<file path="config.mk">
export PLATFORM = sky130hd
export DESIGN_NAME = path_replay
export DESIGN_NICKNAME = d
export VERILOG_FILES = /design/src/rtl/path_replay.sv
export SDC_FILE = /design/constraint.sdc
export NUM_CORES = 1
export LEC_CHECK = 0
export BUFFER_PORTS_ARGS = -buffer_cell sky130_fd_sc_hd__buf_2
export CAP_MARGIN = 15
export CORE_AREA = 2 2 49 85
export CTS_BUF_LIST = sky130_fd_sc_hd__clkbuf_16
export DETAILED_ROUTE_END_ITERATION = 7
export DIE_AREA = 0 0 51 87
export PLACE_DENSITY = 0.79
export REMOVE_ABC_BUFFERS = 1
export SLEW_MARGIN = 25
export SYNTH_ARGS = -nofsm -noshare
export SYNTH_HDL_FRONTEND = slang
export SYNTH_SLANG_ARGS = --single-unit
</file>
<file path="constraint.sdc">
create_clock -name clk -period 2.01 [get_ports clk]
set_input_delay 0.603 -clock clk [delete_from_list [all_inputs] [get_ports clk]]
set_output_delay 0.603 -clock clk [all_outputs]
set_load 0.05 [all_outputs]
</file>
<file path="src/rtl/path_replay.sv">
// Replays a stream of 2-bit maze moves on a square grid starting at (0,0),
// holding each position for a programmable number of cycles so the path can be animated.
module path_replay #(
    parameter int GRID_BITS  = 4,
    parameter int STEP_DELAY = 4,
    parameter int MAX_STEPS  = 255
) (
    input  logic                 clk,
    input  logic                 rst,
    input  logic                 run,
    input  logic                 move_valid,
    input  logic [1:0]           move_run,
    input  logic                 move_last,
    output logic                 move_ready,
    output logic [GRID_BITS-1:0] row,
    output logic [GRID_BITS-1:0] col,
    output logic                 pos_valid,
    output logic [7:0]           step_count,
    output logic                 busy,
    output logic                 done,
    output logic                 err
);

    typedef enum logic [2:0] {IDLE, FETCH, HOLD, FINISH, ERROR} state_t;
    typedef enum logic [1:0] {
        MOVE_UP    = 2'b00,
        MOVE_RIGHT = 2'b01,
        MOVE_LEFT  = 2'b10,
        MOVE_DOWN  = 2'b11
    } move_t;

    localparam logic [GRID_BITS-1:0] COORD_MAX  = '1;
    localparam logic [GRID_BITS-1:0] COORD_ONE  = 1;
    localparam logic [7:0]           STEP_LIMIT = 8'(MAX_STEPS);
    // The pos_valid cycle is the first of the STEP_DELAY hold cycles, so count down to zero.
    localparam logic [7:0]           HOLD_LOAD  = 8'(STEP_DELAY - 1);

    state_t               state, state_next;
    logic [7:0]           delay_cnt;
    logic                 last_q;
    logic                 transfer;
    logic                 legal;
    logic [GRID_BITS-1:0] row_next, col_next;

    // Derived from state rather than move_ready to keep the FSM block free of feedback.
    assign transfer = move_valid && (state == FETCH);

    // NOTE: every always_comb output gets a default first so no path can infer a latch.
    always_comb begin
        row_next = row;
        col_next = col;
        legal    = 1'b0;
        unique case (move_t'(move_run))
            MOVE_UP: begin
                legal    = (row != '0);
                row_next = row - COORD_ONE;
            end
            MOVE_RIGHT: begin
                legal    = (col != COORD_MAX);
                col_next = col + COORD_ONE;
            end
            MOVE_LEFT: begin
                legal    = (col != '0);
                col_next = col - COORD_ONE;
            end
            MOVE_DOWN: begin
                legal    = (row != COORD_MAX);
                row_next = row + COORD_ONE;
            end
        endcase
        if (step_count >= STEP_LIMIT) begin
            legal = 1'b0;
        end
    end

    always_comb begin
        state_next = state;
        move_ready = 1'b0;
        busy       = 1'b0;
        unique case (state)
            IDLE: begin
                if (run) begin
                    state_next = FETCH;
                end
            end
            FETCH: begin
                move_ready = 1'b1;
                busy       = 1'b1;
                if (transfer) begin
                    state_next = legal ? HOLD : ERROR;
                end
            end
            HOLD: begin
                busy = 1'b1;
                if (delay_cnt == 8'd0) begin
                    state_next = last_q ? FINISH : FETCH;
                end
            end
            FINISH:  state_next = IDLE;
            ERROR:   state_next = IDLE;
            default: state_next = IDLE;
        endcase
    end

    // NOTE: sequential state uses non-blocking assignments so every register samples pre-edge values.
    always_ff @(posedge clk) begin
        if (!rst) begin
            state <= IDLE;
        end else begin
            state <= state_next;
        end
    end

    always_ff @(posedge clk) begin
        if (!rst) begin
            row        <= '0;
            col        <= '0;
            step_count <= '0;
            pos_valid  <= 1'b0;
            done       <= 1'b0;
            err        <= 1'b0;
            delay_cnt  <= '0;
            last_q     <= 1'b0;
        end else begin
            pos_valid <= 1'b0;
            case (state)
                IDLE: begin
                    if (run) begin
                        row        <= '0;
                        col        <= '0;
                        step_count <= '0;
                        done       <= 1'b0;
                        err        <= 1'b0;
                    end
                end
                FETCH: begin
                    if (transfer) begin
                        if (legal) begin
                            row        <= row_next;
                            col        <= col_next;
                            step_count <= step_count + 8'd1;
                            pos_valid  <= 1'b1;
                            last_q     <= move_last;
                            delay_cnt  <= HOLD_LOAD;
                        end else begin
                            // An illegal move wins over move_last, so done is never set here.
                            err <= 1'b1;
                        end
                    end
                end
                HOLD: begin
                    if (delay_cnt != 8'd0) begin
                        delay_cnt <= delay_cnt - 8'd1;
                    end else if (last_q) begin
                        done <= 1'b1;
                    end
                end
                default: ;
            endcase
        end
    end

endmodule

</file>
# Word-level counts from Yosys, hierarchy flattened
# Cells that the tools add are included.
# W data, S select, Z words.
# classes
n_addsub	6
bitwise	0
muxes	35
reduce_logical	20
div_mod_pow	0
magnitude_cmp	1
shift	0
eq_ne	17
n_mul	0
# op_table
cell	count
$mux W8	6
$pmux W4 S2	4
$pmux W8 S2	2
$mux W4	5
$ne A2 B2 Y1 const B	8
$reduce_and A4 Y1	4
$mux W3	4
$reduce_and A5 Y1	2
$mux W1	9
$pmux W3 S3	1
$reduce_and A3 Y1	3
$add A4 B1 Y4 const B	2
$add A8 B1 Y8 const B	1
$ge A8 B8 Y1 const B	1
$logic_not A8 Y1	1
$ne A4 B4 Y1 const B	2
$reduce_bool A4 Y1	2
$reduce_bool A8 Y1	1
$sub A4 B1 Y4 const B	2
$sub A8 B1 Y8 const B	1
$ne A3 B1 Y1 const B	2
$reduce_bool A2 Y1	3
$eq A2 B2 Y1 const B	2
$pmux W1 S2	2
other kinds (9)	9
# totals
latchBits	0
input_bits	7
wordCells	88
n_memories	0
ff_bits	31
ramBits	0
output_inout_bits	21
rom_bits	0

# Logic depth before layout (Yosys ltp)
# Gate-level depths: netlist of the first run.
# depth
depth_word	6
depth_mapped	9
mapped_depth_nobuf	9

# Least setup slack after synthesis of the first run
# No wires, ideal clock.
# synth_path
kind	register -> register
from	register step_count[0]
to	register delay_cnt[6]
synth_period_minus_slack_ns	2.100
arrival_ns	1.985
n_path_buf	0
setup_slack_ns	-0.090
t_required_ns	1.896
stages_incl_launch_ff	8
setup_ns	0.114
cell_sequence	dfxtp_1 -> ha_1 -> nand3_1 -> o21ai_0 -> a21oi_1 -> o2111ai_1 -> xor2_1 -> nor2_1
# synth_between
elab_chain_cells	4
# synth_rtl
element	line_no	text
start: declaration	18	output logic [7:0] step_count,
start signal: assignment	141	step_count <= step_count + 8'd1;
$ge A8 B8 Y1	71	if (step_count >= STEP_LIMIT) begin
$mux W1	71	
$ne A2 B2 Y1 (no line)	n/a	
$reduce_and A4 Y1 (no line)	n/a	
end signal: assignment	153	delay_cnt <= delay_cnt - 8'd1;
end: declaration	39	logic [7:0] delay_cnt;
# Every way passes these cells.
# A chain may end at the register's enable or synchronous reset.

# Worst setup path after layout of the first run
# layout_path
from	register step_count[4]
to	register delay_cnt[6]
# Same word-level chain as after synthesis.

==> run_results.csv, run 1 <==
group,metric,value,unit
outcome,status,"complete, no violations",
power_and_ir_drop,leakage,0.00108,uW
route,routed_wl,4830,um
grt,grt_max_degree,17,
setup_path,max_stage_delay,0.42,ns
setup_path,r2r_slack,0.06,ns
timing,fmax,514,MHz
place,port_buffers,27,
place,gp_congestion,0.846,
yosys,syn_area,1830,um^2
cts,htreeDepth,2,
setup_path,start_kind,"flip-flop",
setup_path,cp.required,2.18,ns
layout,area_growth,34.2,%
setup_path,r2r_end,"delay_cnt[6]$_SDFFE_PN0P_",
route,viasPerCell,5.79,
cts,cts_buffer_depth,2,
timing,relSlewSlack,70.0,%
floorplan,die_w,51,um
cts,clk_latency,0.28,ns
timing,tightest_slew,0.446,ns
grt,grt_pass1_vias,1712,
route,post_drt_wl_per_cell,15.0,um
floorplan,core,3790,um^2
route,first_iter_violations,66,
setup_path,cp_slowest_cell,"o21ai_1",
layout,nets,290,
yosys,ys.flop_type,"dfxtp_1",
timing,maxSlewViolCount,0,
layout,drive_gt1_share,34.5,%
setup_path,reg2regPathDepth,7,
setup_path,worst-setup-path-type,"reg2reg",
cts,cts_made_buffers,5,
place,placed_cell_area,2260,um^2
cts,cts_root_buf,"clkbuf_16",
power_and_ir_drop,ir_drop,0.000692,V
cts,clkSinkCount,31,
power_and_ir_drop,p_total,1890,uW
floorplan,io_pins,28,
layout,final_common_cell,"buf_4",
floorplan,initial_core_util,48.4,%
timing,finalCritPeriodShare,96.8,%
setup_path,setup.worst_path.end,"delay_cnt[6]$_SDFFE_PN0P_",
timing,period_minus_slack,1.95,ns
yosys,avgSynthCellArea,8.73,um^2
place,dp_hpwl,3520,um
timing,hold_viol_final,0,
timing,clock_skew,0.00474,ns
setup_path,regToRegStartpoint,"step_count[4]$_SDFFE_PN0P_",
yosys,syn_inst,210,
yosys,async_flop_share,0,%
cts,cts_hold_buf,0,
grt,grt_overflow,0,
cts,cts_tree,"yes",
yosys,synth-edff-count,0,
timing,setup_tns,0,ns
timing,whs,0.470,ns
setup_path,path_max_fanout,7,
power_and_ir_drop,power_density,770,nW/um^2
floorplan,core.rowCount,30,
floorplan,dieArea,4440,um^2
yosys,synthDistinctLibCells,54,
route,firstDrtPassIters,4,
setup_path,cp-end-kind,"flip-flop",
floorplan,die_h,87,um
layout,most-common-layout-cells,"35 x buf_4, 31 x dfxtp_1, 27 x buf_2",
grt,track_usage,23.3,%
setup_path,worstSetupStartpoint,"step_count[4]$_SDFFE_PN0P_",
yosys,yosys_warnings,0,
job,maxCapViolations,0,
timing,rsz0062_at_grt,"true",
layout,final_area,2460,um^2
route,post-route-drc-count,0,
setup_path,path_cells,"nand4_1 > o21ai_1 > a21oi_1 > buf_4 > o2111ai_2 > xor2_1 > nor2_1",
layout,antenna-diode-count,0,
timing,setup_violations,0,
layout,seqCellArea,621,um^2
grt,antenna_found_initial,0,
cts,clk_pin_slew,0.06,ns
setup_path,critPathArrivalTime,2.12,ns
route,ant_nets,0,
grt,grt_pass1_wl,7900,um
layout,multi_input_area,1180,um^2
layout,n_fill_cell,326,
route,vias,1869,
yosys,ys_seq_area_share,33.8,%
hold_path,min_path_type,"reg2reg",
yosys,ys_ff_latch,31,
-- layer usage --
| metal | track usage (%) | up-vias | routed length (um) |
|---|---|---|---|
| met5 | 0 | - | 0 |
| met2 | 41.8 | 49 | 2650 |
| met1 | 26.1 | 913 | 1880 |
| met3 | 4.12 | 11 | 184 |
| met4 | 10.6 | 0 | 113 |
| li1 | - | 896 | - |
-- final cells by class --
cell class	instances	share of cell area, %
multi-input cells	158	47.8
repair buffers	62	16.2
inverters	16	2.44
flip-flops and latches	31	25.2
well taps	48	2.44
clock buffers	5	5.08
clock inverters	3	0.813
-- kinds of logic after synthesis --
logic type               Yosys count  synth area share, %
XOR/XNOR                          11                 5.25
buffers and inverters             21                 4.77
AO/OA/AOI/OAI                     60                 25.2
adder cells (fa/ha/maj)            9                 6.96
flip-flops                        31                 33.8
AND/OR/NAND/NOR                   78                 24.0
-- critical path, delay by kind of cell (launching register included) --
| family | cells | cell delay [ns] |
|---|---|---|
| XOR/XNOR | 1 | 0.18 |
| buffers and inverters | 1 | 0.19 |
| flip-flops | 1 | 0.41 |
| AO/OA/AOI/OAI | 3 | 0.74 |
| AND/OR/NAND/NOR | 2 | 0.32 |
-- state kept, by name, indices dropped and copies added, names as in the netlist --
register / cells
step_count: 8
last_q: 1
pos_valid: 1
done: 1
state: 3
col: 4
row: 4
delay_cnt: 8
err: 1
-- through the flow --
step | std cells | worst slack, ns | util [%]
6_report | 323 | 0.0642 | 64.9
5_1_grt | 323 | -0.00920 | 64.9
4_1_cts | 323 | 0.0666 | 63.6
3_5_place_dp | 315 | -0.223 | 59.7
3_3_place_gp | 315 | -0.192 | 59.7
2_1_floorplan | 205 | -0.0898 | -
-- synthesized netlist by cell type (2+ instances only) --
master / instances / area, um^2
a211oi_1: 2 / 15.0
a21o_1: 3 / 22.5
a21oi_1: 12 / 60.1
and2_1: 2 / 12.5
and3_1: 3 / 18.8
clkbuf_1: 3 / 11.3
dfxtp_1: 31 / 621
fa_1: 2 / 40.0
ha_1: 7 / 87.6
inv_1: 16 / 60.1
nand2_1: 20 / 75.1
nand2b_4: 2 / 27.5
nand3_1: 7 / 35.0
nand4_1: 5 / 31.3
nand4b_1: 2 / 17.5
nor2_1: 17 / 63.8
nor3_1: 2 / 10.0
o2111ai_1: 2 / 17.5
o211ai_1: 2 / 15.0
o21ai_0: 12 / 60.1
o21ai_1: 2 / 10.0
o221a_2: 2 / 22.5
o221ai_1: 2 / 17.5
o22ai_1: 2 / 12.5
o31ai_1: 2 / 15.0
o32ai_1: 2 / 17.5
or3_1: 7 / 43.8
or4_1: 2 / 15.0
or4_4: 3 / 33.8
xnor2_1: 4 / 35.0
xor2_1: 7 / 61.3
-- where the power goes --
| group | switching, uW | leakage, uW | internal [uW] |
|---|---|---|---|
| logic | 280 | 0.000764 | 205 |
| clock network | 279 | 0.0000658 | 455 |
| registers | 29.3 | 0.000251 | 646 |
| total | 589 | 0.00108 | 1310 |
-- worst min-delay path by stage --
stage                               startpoint  cells after the start  slack, ns                    endpoint
finish               delay_cnt[0]$_SDFFE_PN0P_                      2       0.47   delay_cnt[0]$_SDFFE_PN0P_
global route        step_count[7]$_SDFFE_PN0P_                      2       0.51  step_count[7]$_SDFFE_PN0P_
CTS                  delay_cnt[0]$_SDFFE_PN0P_                      2       0.47   delay_cnt[0]$_SDFFE_PN0P_
detailed placement         last_q$_SDFFE_PN0P_                      2       0.48         last_q$_SDFFE_PN0P_
global placement           last_q$_SDFFE_PN0P_                      2       0.47         last_q$_SDFFE_PN0P_
floorplan            delay_cnt[0]$_SDFFE_PN0P_                      2       0.45   delay_cnt[0]$_SDFFE_PN0P_
-- repair_timing --
| action | 4_1_cts | 5_1_grt |
|---|---|---|
| buffers inserted | 0 | 0 |
| gates resized for setup | 0 | 12 |
| endpoints found under the setup margin | 0 | 11 |
No activity file was read; power rests on OpenSTA's default activity.
==> run 2, diff against run 1 <==
--- a/config.mk
+++ b/config.mk
@@ -5,7 +5,7 @@
 export SDC_FILE = /design/constraint.sdc
 export NUM_CORES = 1
 export LEC_CHECK = 0
-export BUFFER_PORTS_ARGS = -buffer_cell sky130_fd_sc_hd__buf_2
+export BUFFER_PORTS_ARGS = -buffer_cell sky130_fd_sc_hd__buf_4
 export CAP_MARGIN = 15
 export CORE_AREA = 2 2 49 85
 export CTS_BUF_LIST = sky130_fd_sc_hd__clkbuf_16
==> run_results.csv, run 2 (synthesis gave the netlist of run 1 again) <==
group,metric,value,unit
outcome,status,"complete, no violations",
floorplan,initial_core_util,48.4,%
floorplan,io_pins,28,
timing,maxSlewViolCount,0,
grt,antenna_found_initial,0,
setup_path,cp-end-kind,"flip-flop",
timing,finalCritPeriodShare,94.6,%
layout,nets,289,
layout,stdcell_count,322,
timing,fmax,526,MHz
layout,reg.largest.list,"delay_cnt: 8 flops, step_count: 8 flops",
cts,cts_made_buffers,5,
route,viasPerCell,5.70,
layout,final_common_cell,"buf_4",
grt,grt_pass1_wl,7840,um
place,dp_hpwl,3540,um
floorplan,core.rowCount,30,
timing,period_minus_slack,1.90,ns
cts,cts_root_buf,"clkbuf_16",
setup_path,path_max_fanout,6,
cts,cts_buffer_depth,2,
cts,cts_hold_buf,0,
hold_path,min_path_type,"reg2reg",
grt,track_usage,23.4,%
power_and_ir_drop,leakage,0.00108,uW
route,vias,1837,
route,firstDrtPassIters,4,
timing,whs,0.488,ns
grt,grt_pass1_vias,1782,
job,maxCapViolations,0,
layout,area_growth,36.4,%
route,routed_wl,4660,um
cts,htreeDepth,2,
setup_path,start_kind,"input port",
power_and_ir_drop,ir_drop,0.000613,V
place,gp_congestion,0.833,
setup_path,worst-setup-path-type,"in2reg",
floorplan,die_h,87,um
setup_path,r2r_slack,0.12,ns
cts,clk_latency,0.28,ns
route,first_iter_violations,41,
floorplan,dieArea,4440,um^2
route,post_drt_wl_per_cell,14.5,um
floorplan,core,3790,um^2
setup_path,critPathArrivalTime,2.08,ns
layout,n_fill_cell,313,
route,ant_nets,0,
power_and_ir_drop,power_density,801,nW/um^2
cts,cts_tree,"yes",
cts,clk_pin_slew,0.05,ns
timing,setup_tns,0,ns
setup_path,reg2regPathDepth,6,
timing,hold_viol_final,0,
timing,tightest_slew,0.434,ns
grt,grt_max_degree,17,
timing,clock_skew,0.00493,ns
grt,grt_overflow,0,
floorplan,die_w,51,um
setup_path,cp.required,2.18,ns
timing,relSlewSlack,70.8,%
timing,setup_violations,0,
route,post-route-drc-count,0,
hold_path,hold_depth,2,
layout,antenna-diode-count,0,
place,port_buffers,27,
place,dp_cells,314,
layout,most-common-layout-cells,"61 x buf_4, 31 x dfxtp_1, 20 x nand2_1",
cts,clkSinkCount,31,
layout,drive_gt1_share,32.8,%
[run 2: cell count changes in the layout (fill, tap and decap cells not counted), sizes merged]
| cell | delta |
|---|---|
| buf | -1 |
| clkinvlp | -2 |
| bufinv | +1 |
| clkinv | +1 |
[run 2: stage by stage]
step	setup WS, ns	util (%)	power [uW]	cell area [um^2]
after detailed placement	-0.176	61.3	1160	2320
after CTS	0.0724	65.6	2010	2490
after global routing	-0.0130	66.0	2080	2500
after floorplan	-0.0898	-	983	1810
after global placement	-0.134	61.3	1150	2320
final	0.108	66.0	2000	2500
[run 2: layout make-up]
cell class,count,area (um^2),share of cell area [%]
clock buffer,5,125,5.00
clock inverter,3,38.8,1.55
inverter,16,60.1,2.40
multi-input combinational,158,1140,45.5
sequential,31,621,24.8
tap,48,60.1,2.40
timing repair buffer,61,458,18.3
[run 2: layer usage]
layer | share of wire, % | track usage, % | vias to the layer above
met5 | 0 | 0 | -
met4 | 4.6 | 13.8 | 0
met3 | 4.1 | 5.67 | 19
met2 | 53 | 41.2 | 54
met1 | 38 | 24.5 | 872
li1 | - | - | 892
[run 2: worst paths after layout]
kind,from,endpoint
max,move_run[0],col[3]$_SDFFE_PN0P_
min,delay_cnt[0]$_SDFFE_PN0P_,delay_cnt[0]$_SDFFE_PN0P_
max reg2reg,delay_cnt[3]$_SDFFE_PN0P_,delay_cnt[7]$_SDFFE_PN0P_
min reg2reg,delay_cnt[0]$_SDFFE_PN0P_,delay_cnt[0]$_SDFFE_PN0P_
[run 2: worst max-delay path, cell delays in order]
cell and delay [ns]:
buf_4 0.13, nand2b_1 0.17, inv_2 0.09, ha_1 0.23, a21o_1 0.19, a21o_1 0.20, o22ai_2 0.18, a211oi_2 0.09
a31o_1 0.19
[run 2: repair_timing]
item,CTS,global route
gates resized for setup,0,6
buffers inserted,0,0
setup endpoints to repair,0,5
[run 2: power by group]
part           internal, uW  total, uW  switching, uW
clock                   577        855            278
sequential              646        676           30.1
combinational           208        473            265
total                  1430       2000            573
